$ cat config.mk
export PLATFORM = sky130hd
export DESIGN_NAME = maze_solver_ctrl
export DESIGN_NICKNAME = d
export VERILOG_FILES = /design/src/rtl/maze_pkg.sv /design/src/rtl/maze_solver_ctrl_dir_stack.sv /design/src/rtl/maze_solver_ctrl.sv
export SDC_FILE = /design/constraint.sdc
export NUM_CORES = 1
export LEC_CHECK = 0
export CAP_MARGIN = 20
export CORE_MARGIN = 5
export CORE_UTILIZATION = 58
export CTS_CLUSTER_DIAMETER = 60
export DETAILED_ROUTE_END_ITERATION = 7
export PLACE_DENSITY_LB_ADDON = 0.15
export SYNTH_ARGS = -nofsm -noshare
export SYNTH_HDL_FRONTEND = slang
export SYNTH_SLANG_ARGS = --single-unit
$ cat constraint.sdc
create_clock -name clk -period 6.29 [get_ports clk]
set_clock_uncertainty 0.2 [all_clocks]
set_input_delay 0.629 -clock clk [delete_from_list [all_inputs] [get_ports clk]]
set_output_delay 0.629 -clock clk [all_outputs]
set_load 0.005 [all_outputs]
$ cat src/rtl/maze_pkg.sv
`default_nettype none
// ============================================================================
// maze_pkg : direction encoding, controller states and step helpers
// Rev 1.0
// ============================================================================
package maze_pkg;

    localparam logic [1:0] DIR_UP    = 2'd0;
    localparam logic [1:0] DIR_RIGHT = 2'd1;
    localparam logic [1:0] DIR_DOWN  = 2'd2;
    localparam logic [1:0] DIR_LEFT  = 2'd3;

    typedef enum logic [3:0] {
        ST_IDLE      = 4'd0,
        ST_START_RD  = 4'd1,
        ST_START_CHK = 4'd2,
        ST_MARK      = 4'd3,
        ST_GOAL      = 4'd4,
        ST_TRY       = 4'd5,
        ST_TRY_CHK   = 4'd6,
        ST_NEXT      = 4'd7,
        ST_BACK      = 4'd8,
        ST_DONE      = 4'd9,
        ST_FAIL      = 4'd10,
        ST_SHOW      = 4'd11
    } state_t;

    // on_row: the step changes X (row); dec: the coordinate decreases
    typedef struct packed {
        logic on_row;
        logic dec;
    } step_t;

    function automatic logic [1:0] opposite(input logic [1:0] dir);
        return dir ^ 2'b10;
    endfunction

    function automatic step_t dir_step(input logic [1:0] dir);
        step_t s;
        s.on_row = ~dir[0];
        s.dec    = (dir == DIR_UP) || (dir == DIR_LEFT);
        return s;
    endfunction

endpackage
`default_nettype wire

$ cat src/rtl/maze_solver_ctrl_dir_stack.sv
`default_nettype none
// ============================================================================
// dir_stack : LIFO of 2-bit moves with an extra indexed read port for replay
// Rev 1.0
// ============================================================================
module dir_stack #(
    parameter int DEPTH = 255,
    parameter int SPW   = 8
) (
    input  logic           clk,
    input  logic           rst,
    input  logic           clr,
    input  logic           push,
    input  logic           pop,
    input  logic [1:0]     wdata,
    output logic [1:0]     rdata,
    input  logic [SPW-1:0] ridx,
    output logic [1:0]     rdata_idx,
    output logic [SPW-1:0] sp,
    output logic           empty
);

    logic [1:0]     entries [DEPTH];
    logic [SPW-1:0] top_idx;

    always_ff @(posedge clk) begin
        if (rst || clr) begin
            sp <= '0;
        end else if (push) begin
            sp <= sp + SPW'(1);
        end else if (pop && !empty) begin
            sp <= sp - SPW'(1);
        end
    end

    always_ff @(posedge clk) begin
        if (push && !rst && !clr) begin
            entries[sp] <= wdata;
        end
    end

    // Keep the top index in range when empty so the read never leaves the array
    assign top_idx   = empty ? '0 : sp - SPW'(1);
    assign empty     = (sp == '0);
    assign rdata     = entries[top_idx];
    assign rdata_idx = entries[ridx];

endmodule
`default_nettype wire

$ cat src/rtl/maze_solver_ctrl.sv
`default_nettype none
// ============================================================================
// maze_solver_ctrl : depth-first search from (0,0) to (N-1,N-1) over an
//                    external bit memory, with replay of the found path
// Rev 1.0
// ============================================================================
module maze_solver_ctrl
    import maze_pkg::*;
#(
    parameter int N = 16,
    parameter int B = 4
) (
    input  logic         clk,
    input  logic         rst,
    input  logic         start,
    input  logic         show,
    input  logic         D_out,
    output logic         D_in,
    output logic         Read,
    output logic         Write,
    output logic [B-1:0] X,
    output logic [B-1:0] Y,
    output logic         busy,
    output logic         done,
    output logic         fail,
    output logic [1:0]   move,
    output logic         move_valid,
    output logic         move_last
);

    localparam int         SPW  = $clog2(N * N);
    localparam logic [B-1:0] MAXC = B'(N - 1);

    state_t         state, state_nxt;
    logic [B-1:0]   cx, cy, cx_nxt, cy_nxt;
    logic [1:0]     dir, dir_nxt;
    logic [SPW-1:0] idx, idx_nxt;
    logic           read_nxt, write_nxt, busy_nxt;
    logic [B-1:0]   x_nxt, y_nxt;

    logic           stk_push, stk_pop, stk_clr, stk_empty;
    logic [1:0]     stk_top, replay_dir;
    logic [SPW-1:0] sp, last_idx;

    logic [2*B:0]   nb_cur, nb_try, nb_back;

    // Returns {in_bounds, x, y} of the neighbour; edges are rejected, never wrapped
    function automatic logic [2*B:0] neighbour(input logic [B-1:0] x,
                                               input logic [B-1:0] y,
                                               input logic [1:0]   d);
        step_t        s;
        logic [B-1:0] c;
        logic [B-1:0] n;
        logic         ok;
        s  = dir_step(d);
        c  = s.on_row ? x : y;
        ok = s.dec ? (c != '0) : (c != MAXC);
        n  = s.dec ? c - B'(1) : c + B'(1);
        return s.on_row ? {ok, n, y} : {ok, x, n};
    endfunction

    assign nb_cur   = neighbour(cx, cy, dir);
    assign nb_try   = neighbour(cx, cy, dir_nxt);
    assign nb_back  = neighbour(cx, cy, opposite(stk_top));
    assign last_idx = sp - SPW'(1);

    dir_stack #(
        .DEPTH (N * N - 1),
        .SPW   (SPW)
    ) u_stack (
        .clk       (clk),
        .rst       (rst),
        .clr       (stk_clr),
        .push      (stk_push),
        .pop       (stk_pop),
        .wdata     (dir),
        .rdata     (stk_top),
        .ridx      (idx),
        .rdata_idx (replay_dir),
        .sp        (sp),
        .empty     (stk_empty)
    );

    always_ff @(posedge clk) begin
        if (rst) begin
            state <= ST_IDLE;
            cx    <= '0;
            cy    <= '0;
            dir   <= DIR_UP;
            idx   <= '0;
            Read  <= 1'b0;
            Write <= 1'b0;
            D_in  <= 1'b0;
            X     <= '0;
            Y     <= '0;
            busy  <= 1'b0;
            done  <= 1'b0;
            fail  <= 1'b0;
        end else begin
            state <= state_nxt;
            cx    <= cx_nxt;
            cy    <= cy_nxt;
            dir   <= dir_nxt;
            idx   <= idx_nxt;
            Read  <= read_nxt;
            Write <= write_nxt;
            D_in  <= write_nxt;
            X     <= x_nxt;
            Y     <= y_nxt;
            busy  <= busy_nxt;
            done  <= (state_nxt == ST_DONE) || (state_nxt == ST_SHOW);
            fail  <= (state_nxt == ST_FAIL);
        end
    end

    always_comb begin
        state_nxt = state;
        cx_nxt    = cx;
        cy_nxt    = cy;
        dir_nxt   = dir;
        idx_nxt   = idx;
        stk_push  = 1'b0;
        stk_pop   = 1'b0;
        stk_clr   = 1'b0;
        case (state)
            ST_IDLE, ST_FAIL: begin
                if (start) begin
                    state_nxt = ST_START_RD;
                    cx_nxt    = '0;
                    cy_nxt    = '0;
                    stk_clr   = 1'b1;
                end
            end
            ST_DONE: begin
                if (start) begin
                    state_nxt = ST_START_RD;
                    cx_nxt    = '0;
                    cy_nxt    = '0;
                    stk_clr   = 1'b1;
                end else if (show && !stk_empty) begin
                    state_nxt = ST_SHOW;
                    idx_nxt   = '0;
                end
            end
            ST_START_RD:  state_nxt = ST_START_CHK;
            ST_START_CHK: state_nxt = D_out ? ST_FAIL : ST_MARK;
            ST_MARK:      state_nxt = ST_GOAL;
            ST_GOAL: begin
                if (cx == MAXC && cy == MAXC) begin
                    state_nxt = ST_DONE;
                end else begin
                    dir_nxt   = DIR_UP;
                    state_nxt = ST_TRY;
                end
            end
            ST_TRY: state_nxt = nb_cur[2*B] ? ST_TRY_CHK : ST_NEXT;
            ST_TRY_CHK: begin
                if (!D_out) begin
                    stk_push  = 1'b1;
                    cx_nxt    = nb_cur[2*B-1:B];
                    cy_nxt    = nb_cur[B-1:0];
                    state_nxt = ST_MARK;
                end else begin
                    state_nxt = ST_NEXT;
                end
            end
            ST_NEXT: begin
                if (dir != DIR_LEFT) begin
                    dir_nxt   = dir + 2'd1;
                    state_nxt = ST_TRY;
                end else begin
                    state_nxt = ST_BACK;
                end
            end
            ST_BACK: begin
                if (stk_empty) begin
                    state_nxt = ST_FAIL;
                end else begin
                    // Resume with the direction that led here; NEXT advances past it
                    stk_pop   = 1'b1;
                    cx_nxt    = nb_back[2*B-1:B];
                    cy_nxt    = nb_back[B-1:0];
                    dir_nxt   = stk_top;
                    state_nxt = ST_NEXT;
                end
            end
            ST_SHOW: begin
                if (idx == last_idx) begin
                    state_nxt = ST_DONE;
                end else begin
                    idx_nxt = idx + SPW'(1);
                end
            end
            default: state_nxt = ST_IDLE;
        endcase
    end

    // Bus values are decided here for the state being entered and registered above
    always_comb begin
        read_nxt   = 1'b0;
        write_nxt  = 1'b0;
        x_nxt      = '0;
        y_nxt      = '0;
        busy_nxt   = !((state_nxt == ST_IDLE) || (state_nxt == ST_DONE) ||
                       (state_nxt == ST_FAIL) || (state_nxt == ST_SHOW));
        case (state_nxt)
            ST_START_RD: read_nxt = 1'b1;
            ST_MARK: begin
                write_nxt = 1'b1;
                x_nxt     = cx_nxt;
                y_nxt     = cy_nxt;
            end
            ST_TRY: begin
                if (nb_try[2*B]) begin
                    read_nxt = 1'b1;
                    x_nxt    = nb_try[2*B-1:B];
                    y_nxt    = nb_try[B-1:0];
                end
            end
            default: ;
        endcase
        move_valid = (state == ST_SHOW);
        move       = move_valid ? replay_dir : DIR_UP;
        move_last  = move_valid && (idx == last_idx);
    end

endmodule
`default_nettype wire

* Word level (Yosys, flattened, before mapping)
Memory sizes are Yosys's and may differ from the RTL's. A register that Yosys moved wholly into a read port is not among the register bits. Index checks and enable logic that the tools add are counted.
Storage, ports and cells: register bits after elaboration 43, RAM bits 510, input bits 5, output and inout port bits 18, logic and storage cells 144, memories 1
Cells by class: add/subtract/negate cells 10, equal/unequal tests 29, muxes and demuxes 59, bitwise operators 1, reductions and logical operators 31
Memories:
- u_stack.entries | depth 255, width 2, read ports 2, clocked after memory_dff 1, wr ports 1, RTL line maze_solver_ctrl_dir_stack.sv:23 | logic [1:0] entries [DEPTH];
Operators by type and width (count):
- $mux 4 | 22
- $mux 8 | 11
- $pmux 4 s11 | 1
- $eq 4x4->1 const B | 9
- $pmux 4 s3 | 2
- $eq 4x3->1 const B | 5
- $add 8x1->8 const B | 2
- $pmux 4 s2 | 2
- $pmux 8 s2 | 1
- $mux 1 | 13
- $add 4x1->4 const B | 3
- $eq 4x2->1 const B | 3
- $sub 4x1->4 const B | 3
- $eq 4x1->1 const B | 2
- $eq 8x8->1 | 1
- $logic_not 4->1 | 2
- $logic_not 8->1 | 1
- $logic_or 1x1->1 | 8
- $mux 2 | 4
- $ne 2x2->1 const B | 4
- $ne 4x4->1 const B | 2
- $reduce_bool 4->1 | 2
- $sub 8x1->8 const B | 1
- $eq 2x2->1 const B | 3
- other kinds (12) | 23

* Depth between registers and ports, before layout
depth after elaboration 11, gate-level depth with buffers 28, depth with buffers taken out 19

* Modules after synthesis
Synthesis repeated with hierarchy kept, for this count alone.
Second synthesis, totals: cells, all modules 2217, area total of the unflattened synthesis 29185.5 um2
Modules (own cells, without submodules):
- dir_stack | times used 1, cells an instance 1885, area an instance 26424.1 um2, seq. area each 15474.8 um2
- maze_solver_ctrl | times used 1, cells an instance 332, area an instance 2761.4 um2, seq. area each 700.7 um2

* Worst setup path before layout
No wires, ideal clock.
path kind reg2reg, start reg dir[0], end reg X[3], setup time 136 ps, arrival 6607 ps, required time 5954 ps, path slack -653 ps, stages on the path, launching flop included 16, buffers on the path 1, path through dfxtp_1 clkbuf_1 inv_1 ha_1 nor3_1 a21oi_1 nand4_1 nand2_1 xnor2_1 ha_1 nand2_1 nor4_1 or4b_4 a21oi_4 xnor2_1 o32ai_2
Between the ends: cells in the longest elaborated chain, start to end 9, elaborated cells between the ends (all ways) 37, classes of those cells add/sub: 5; eq/ne: 7; mux: 19; reduce/logical: 6
Ends and longest elaborated chain:
- start, declared | RTL line maze_solver_ctrl.sv:36 | logic [1:0] dir, dir_nxt;
- start signal, assigned | RTL line maze_solver_ctrl.sv:103 | dir <= dir_nxt;
- $add 2x1->2 / $ne 2x2->1 (equally long branches) | RTL line maze_solver_ctrl.sv:169, maze_solver_ctrl.sv:168
- $mux 2 | RTL line maze_solver_ctrl.sv:168 | if (dir != DIR_LEFT) begin
- $pmux 2 s3 | RTL line maze_solver_ctrl.sv:125 | case (state)
- $mux 4 (tied with other cells) | RTL line maze_solver_ctrl.sv:56 | c = s.on_row ? x : y;
- $add 4x1->4 (tied with other cells) | RTL line maze_solver_ctrl.sv:58 | n = s.dec ? c - B'(1) : c + B'(1);
- $mux 4 | RTL line maze_solver_ctrl.sv:58
- $mux 8 | RTL line maze_solver_ctrl.sv:59 | return s.on_row ? {ok, n, y} : {ok, x, n};
- $mux 4 | RTL line maze_solver_ctrl.sv:214 | if (nb_try[2*B]) begin
- $pmux 4 s2 (*) | RTL line maze_solver_ctrl.sv:206 | case (state_nxt)
- end signal, assigned | RTL line maze_solver_ctrl.sv:108 | X <= x_nxt;
- end, declared | RTL line maze_solver_ctrl.sv:21 | output logic [B-1:0] X,
Every way passes the cells marked *; elsewhere a longest branch is shown, timed or not. A chain may end at the register's enable or synchronous reset.

* Final worst setup path
start reg u_stack.sp[1], end reg X[3]
Between the ends: cells in the longest elaborated chain, start to end 11, elaborated cells between the ends (all ways) 40, classes of those cells add/sub: 5; eq/ne: 6; mux: 19; bitwise: 1; reduce/logical: 8; memory: 1
Ends and longest elaborated chain:
- start, declared | RTL line maze_solver_ctrl_dir_stack.sv:19 | output logic [SPW-1:0] sp,
- start signal, assigned | RTL line maze_solver_ctrl_dir_stack.sv:30 | sp <= sp + SPW'(1);
- start signal, assigned | RTL line maze_solver_ctrl_dir_stack.sv:32 | sp <= sp - SPW'(1);
- $sub 8x1->8 / $logic_not 8->1 (equally long branches) | RTL line maze_solver_ctrl_dir_stack.sv:43, maze_solver_ctrl.sv:65, maze_solver_ctrl_dir_stack.sv:44
- $mux 8 | RTL line maze_solver_ctrl_dir_stack.sv:43 | assign top_idx = empty ? '0 : sp - SPW'(1);
- $mem_v2 255x2
- $mux 2 / $not 1->1 (equally long branches)
- $pmux 2 s3 (tied with other cells) | RTL line maze_solver_ctrl.sv:125
- $mux 4 (tied with other cells) | RTL line maze_solver_ctrl.sv:56
- $add 4x1->4 (tied with other cells) | RTL line maze_solver_ctrl.sv:58
- $mux 4 / $mux 8 (equally long branches) | RTL line maze_solver_ctrl.sv:58, maze_solver_ctrl.sv:59
- $mux 8 / $mux 4 (equally long branches) | RTL line maze_solver_ctrl.sv:59, maze_solver_ctrl.sv:176
- $mux 4 / $pmux 4 s3 (equally long branches) | RTL line maze_solver_ctrl.sv:214, maze_solver_ctrl.sv:125
- $pmux 4 s2 (*) | RTL line maze_solver_ctrl.sv:206
Marked as above.

==> impl_metrics.json <==
{
  "final_util": 0.648,
  "slew_headroom": 0.239,
  "path_buf_inv": 2,
  "fin_crit_sh": 0.945,
  "hpwlAfterDp_mm": 62.7,
  "p_sw_mw": 2.03,
  "synthXorXnorAreaFrac": 0.0126,
  "die_area_mm2": 0.0549,
  "wl_per_cell_um": 32.7,
  "worst_pin_slew_ps": 1140,
  "yosys.area.top_type_share": 0.524,
  "min_period_ps": 5950,
  "worstSetupPathType": "reg -> reg",
  "timing.fmax_ghz": 0.168,
  "post-synth-top-area-cell": "edfxtp_1",
  "cpPeakStageDelay_ps": 660,
  "ys_ff_latch": 561,
  "synth.most_common_cell": "edfxtp_1",
  "grt_usage": 0.349,
  "synthAdderAreaFrac": 0.00806,
  "tns_ps": 0,
  "cts_root_buffer": "clkbuf_16",
  "nets": 2237,
  "grt_max_degree": 121,
  "grt_overflow_total": 0,
  "synthSimpleGateAreaFrac": 0.0935,
  "cts_buffers": 58,
  "dpl_cell_area_mm2": 0.0304,
  "initial_core_util": 0.584,
  "hp-class": "reg -> reg",
  "fp.coreArea_mm2": 0.0500,
  "endpoint_kind": "register",
  "outcome": "finished clean",
  "synthCells": 2220,
  "maxSlewViolCount": 0,
  "synth_common_cells": "edfxtp_1 (510), nor2_1 (366), mux4_2 (181)",
  "grt_pass1_vias": 21300,
  "ys_seq_area_frac": 0.559,
  "synth-compound-area-share": 0.114,
  "htree_levels": 2,
  "crit_path_cell_trace": "inv_1 > ha_2 > or3b_2 > o21ai_4 > buf_4 > a211oi_1 > nor3_1 > nor3_1 > a311oi_1 > nand4_1 > nand2_1 > xnor2_1 > ha_1 > nand4_1 > o21ai_0 > or4b_4 > a21oi_4 > xnor2_1 > o32ai_2",
  "whs_ps": 375,
  "synth.area.top_cells": "edfxtp_1 (52%), mux4_2 (14%), nor2_1 (4.7%), dfxtp_1 (3.5%), mux2i_1 (2.7%)",
  "final_area_mm2": 0.0324,
  "layout-drive-gt1-share": 0.203,
  "antenna_found_initial": 5,
  "drtAntennaViolNets": 0,
  "final-setup-viol-count": 0,
  "p_total_mw": 8.34,
  "initialDrtViolationCount": 3615,
  "cts_tree": "done",
  "netlist_area_mm2": 0.0292,
  "critPathMaxFanout": 14,
  "pin_count": 23,
  "seqPwrFrac": 0.493,
  "synth_ff_type": "edfxtp_1",
  "vias": 21800,
  "routed_wl_mm": 96.2,
  "die_h_um": 234,
  "synth_edf_count": 510,
  "powerDensity_mw_per_mm2": 258,
  "worstPathArrival_ps": 6240,
  "synthArstFlopShare": 0,
  "cts_sinks": 561,
  "synth_mux_area_frac": 0.181,
  "place_congestion": 1.03,
  "grt_setup_unrepaired": "no",
  "cp_data_required_time_ps": 6580,
  "syn_nets": 2242,
  "cp_top_family": "simple AND/OR/NAND/NOR gates",
  "leakage_nw": 9.85,
  "io_buffers": 22,
  "synth_top_family_by_area": "multiplexers",
  "vias_per_cell": 7.42,
  "yosysWarnings": 0,
  "drc": 0,
  "grt_first_pass_wirelength_mm": 141,
  "n_fill_cell": 3750,
  "postSynthAreaPerCell_um2": 13.2,
  "p_comb_frac": 0.092,
  "hold_violations": 0,
  "vdd_drop_max_mv": 0.207,
  "start_kind": "register",
  "ys_types": 92,
  "swShare": 0.243,
  "maxCapViolCount": 0,
  "clock_power_share": 0.415,
  "rows": 82,
  "clkSlewWorstSetupHoldPaths_ps": 60,
  "insertion_delay_ps": 660,
  "p_int_mw": 6.32,
  "area_growth_pct": 10.9,
  "detail_route.first_pass.iterations": 6,
  "die_w_um": 234,
  "cts_buffer_depth": 3,
  "reg2reg_slack_ps": 340,
  "crit_slowest_cell": "or3b_2"
}
==> cell families after synthesis <==
logic type | count (synthesis)
buffers and inverters | 205
xor gates and xnor gates | 41
muxes | 298
DFF | 561
adders and majority gates | 17
AOI/OAI and AO/OA | 481
and+or+nand+nor | 617
==> tightest hold or removal path: stages, from the launching register on <==
cell and delay, ps:
dfxtp_1 350, o211ai_1 100, a21oi_1 80
==> cell usage in the layout (no fill, tap or decap), drive strengths merged, types with 30 or more instances in the layout <==
cell    count
dfxtp      51
mux2       38
o22ai      77
a221oi     47
nor2      366
buf       100
mux4      181
o21ai     101
a21oi      99
xnor2      30
clkbuf     72
mux2i      79
nand2      96
edfxtp    510
==> through the flow <==
step	cells	setup WS [ps]
2_1_floorplan	2220	67.0
3_3_place_gp	2821	520
3_5_place_dp	2822	464
4_1_cts	2932	451
5_1_grt	2937	110
6_report	2939	344
==> state kept, by name, indices dropped and copies added (netlist names), named ones only <==
register and cells:
u_stack.entries 510, idx 8, u_stack.sp 8, X 4, Y 4, cx 4, cy 4, state 4
dir 2, Read 1, Write 1, busy 1, done 1, fail 1
==> path summary, 6_finish.rpt <==
| check | to | startpoint | cells after the start |
|---|---|---|---|
| worst max register to register | X[3] | u_stack.sp[1] | 19 |
| worst min register to register | register | idx[1] | 2 |
| worst max-delay path | X[3] | u_stack.sp[1] | 19 |
| worst min-delay path | register | idx[1] | 2 |
==> layer usage <==
layer | global-route usage | part of all wire | vias up
li1 | - | - | 8770
met1 | 0.478 | 0.36 | 10800
met2 | 0.529 | 0.44 | 1871
met3 | 0.0969 | 0.14 | 390
met4 | 0.156 | 0.058 | 4
met5 | 0 | 0.00028 | -
==> power by group through the flow <==
stage               Sequential, mW  Clock (mW)  Combinational (mW)
global route                  4.12        3.63               0.828
CTS                           4.11        3.48               0.748
global placement              4.19           0               0.740
finish                        4.11        3.47               0.764
floorplan                     4.16           0               0.535
detailed placement            4.19           0               0.743
==> final cells by class <==
type	count	area, um2	share of cell area
Sequential cell	561	16400	0.505
Tap cell	672	841	0.0260
Clock buffer	72	1560	0.0480
Inverter	18	67.6	0.00209
Antenna cell	2	5.00	0.000155
Timing Repair Buffer	122	1160	0.0359
Multi-Input combinational cell	1454	12000	0.372
Clock inverter	38	355	0.0110
==> repair_timing <==
| item | in CTS | in global routing |
|---|---|---|
| buffers inserted | 0 | 3 |
| setup endpoints to repair | 0 | 2 |
| hold buffers | 0 | 0 |
| resized for setup | 0 | 3 |
Power figures use the tool's default switching activity.
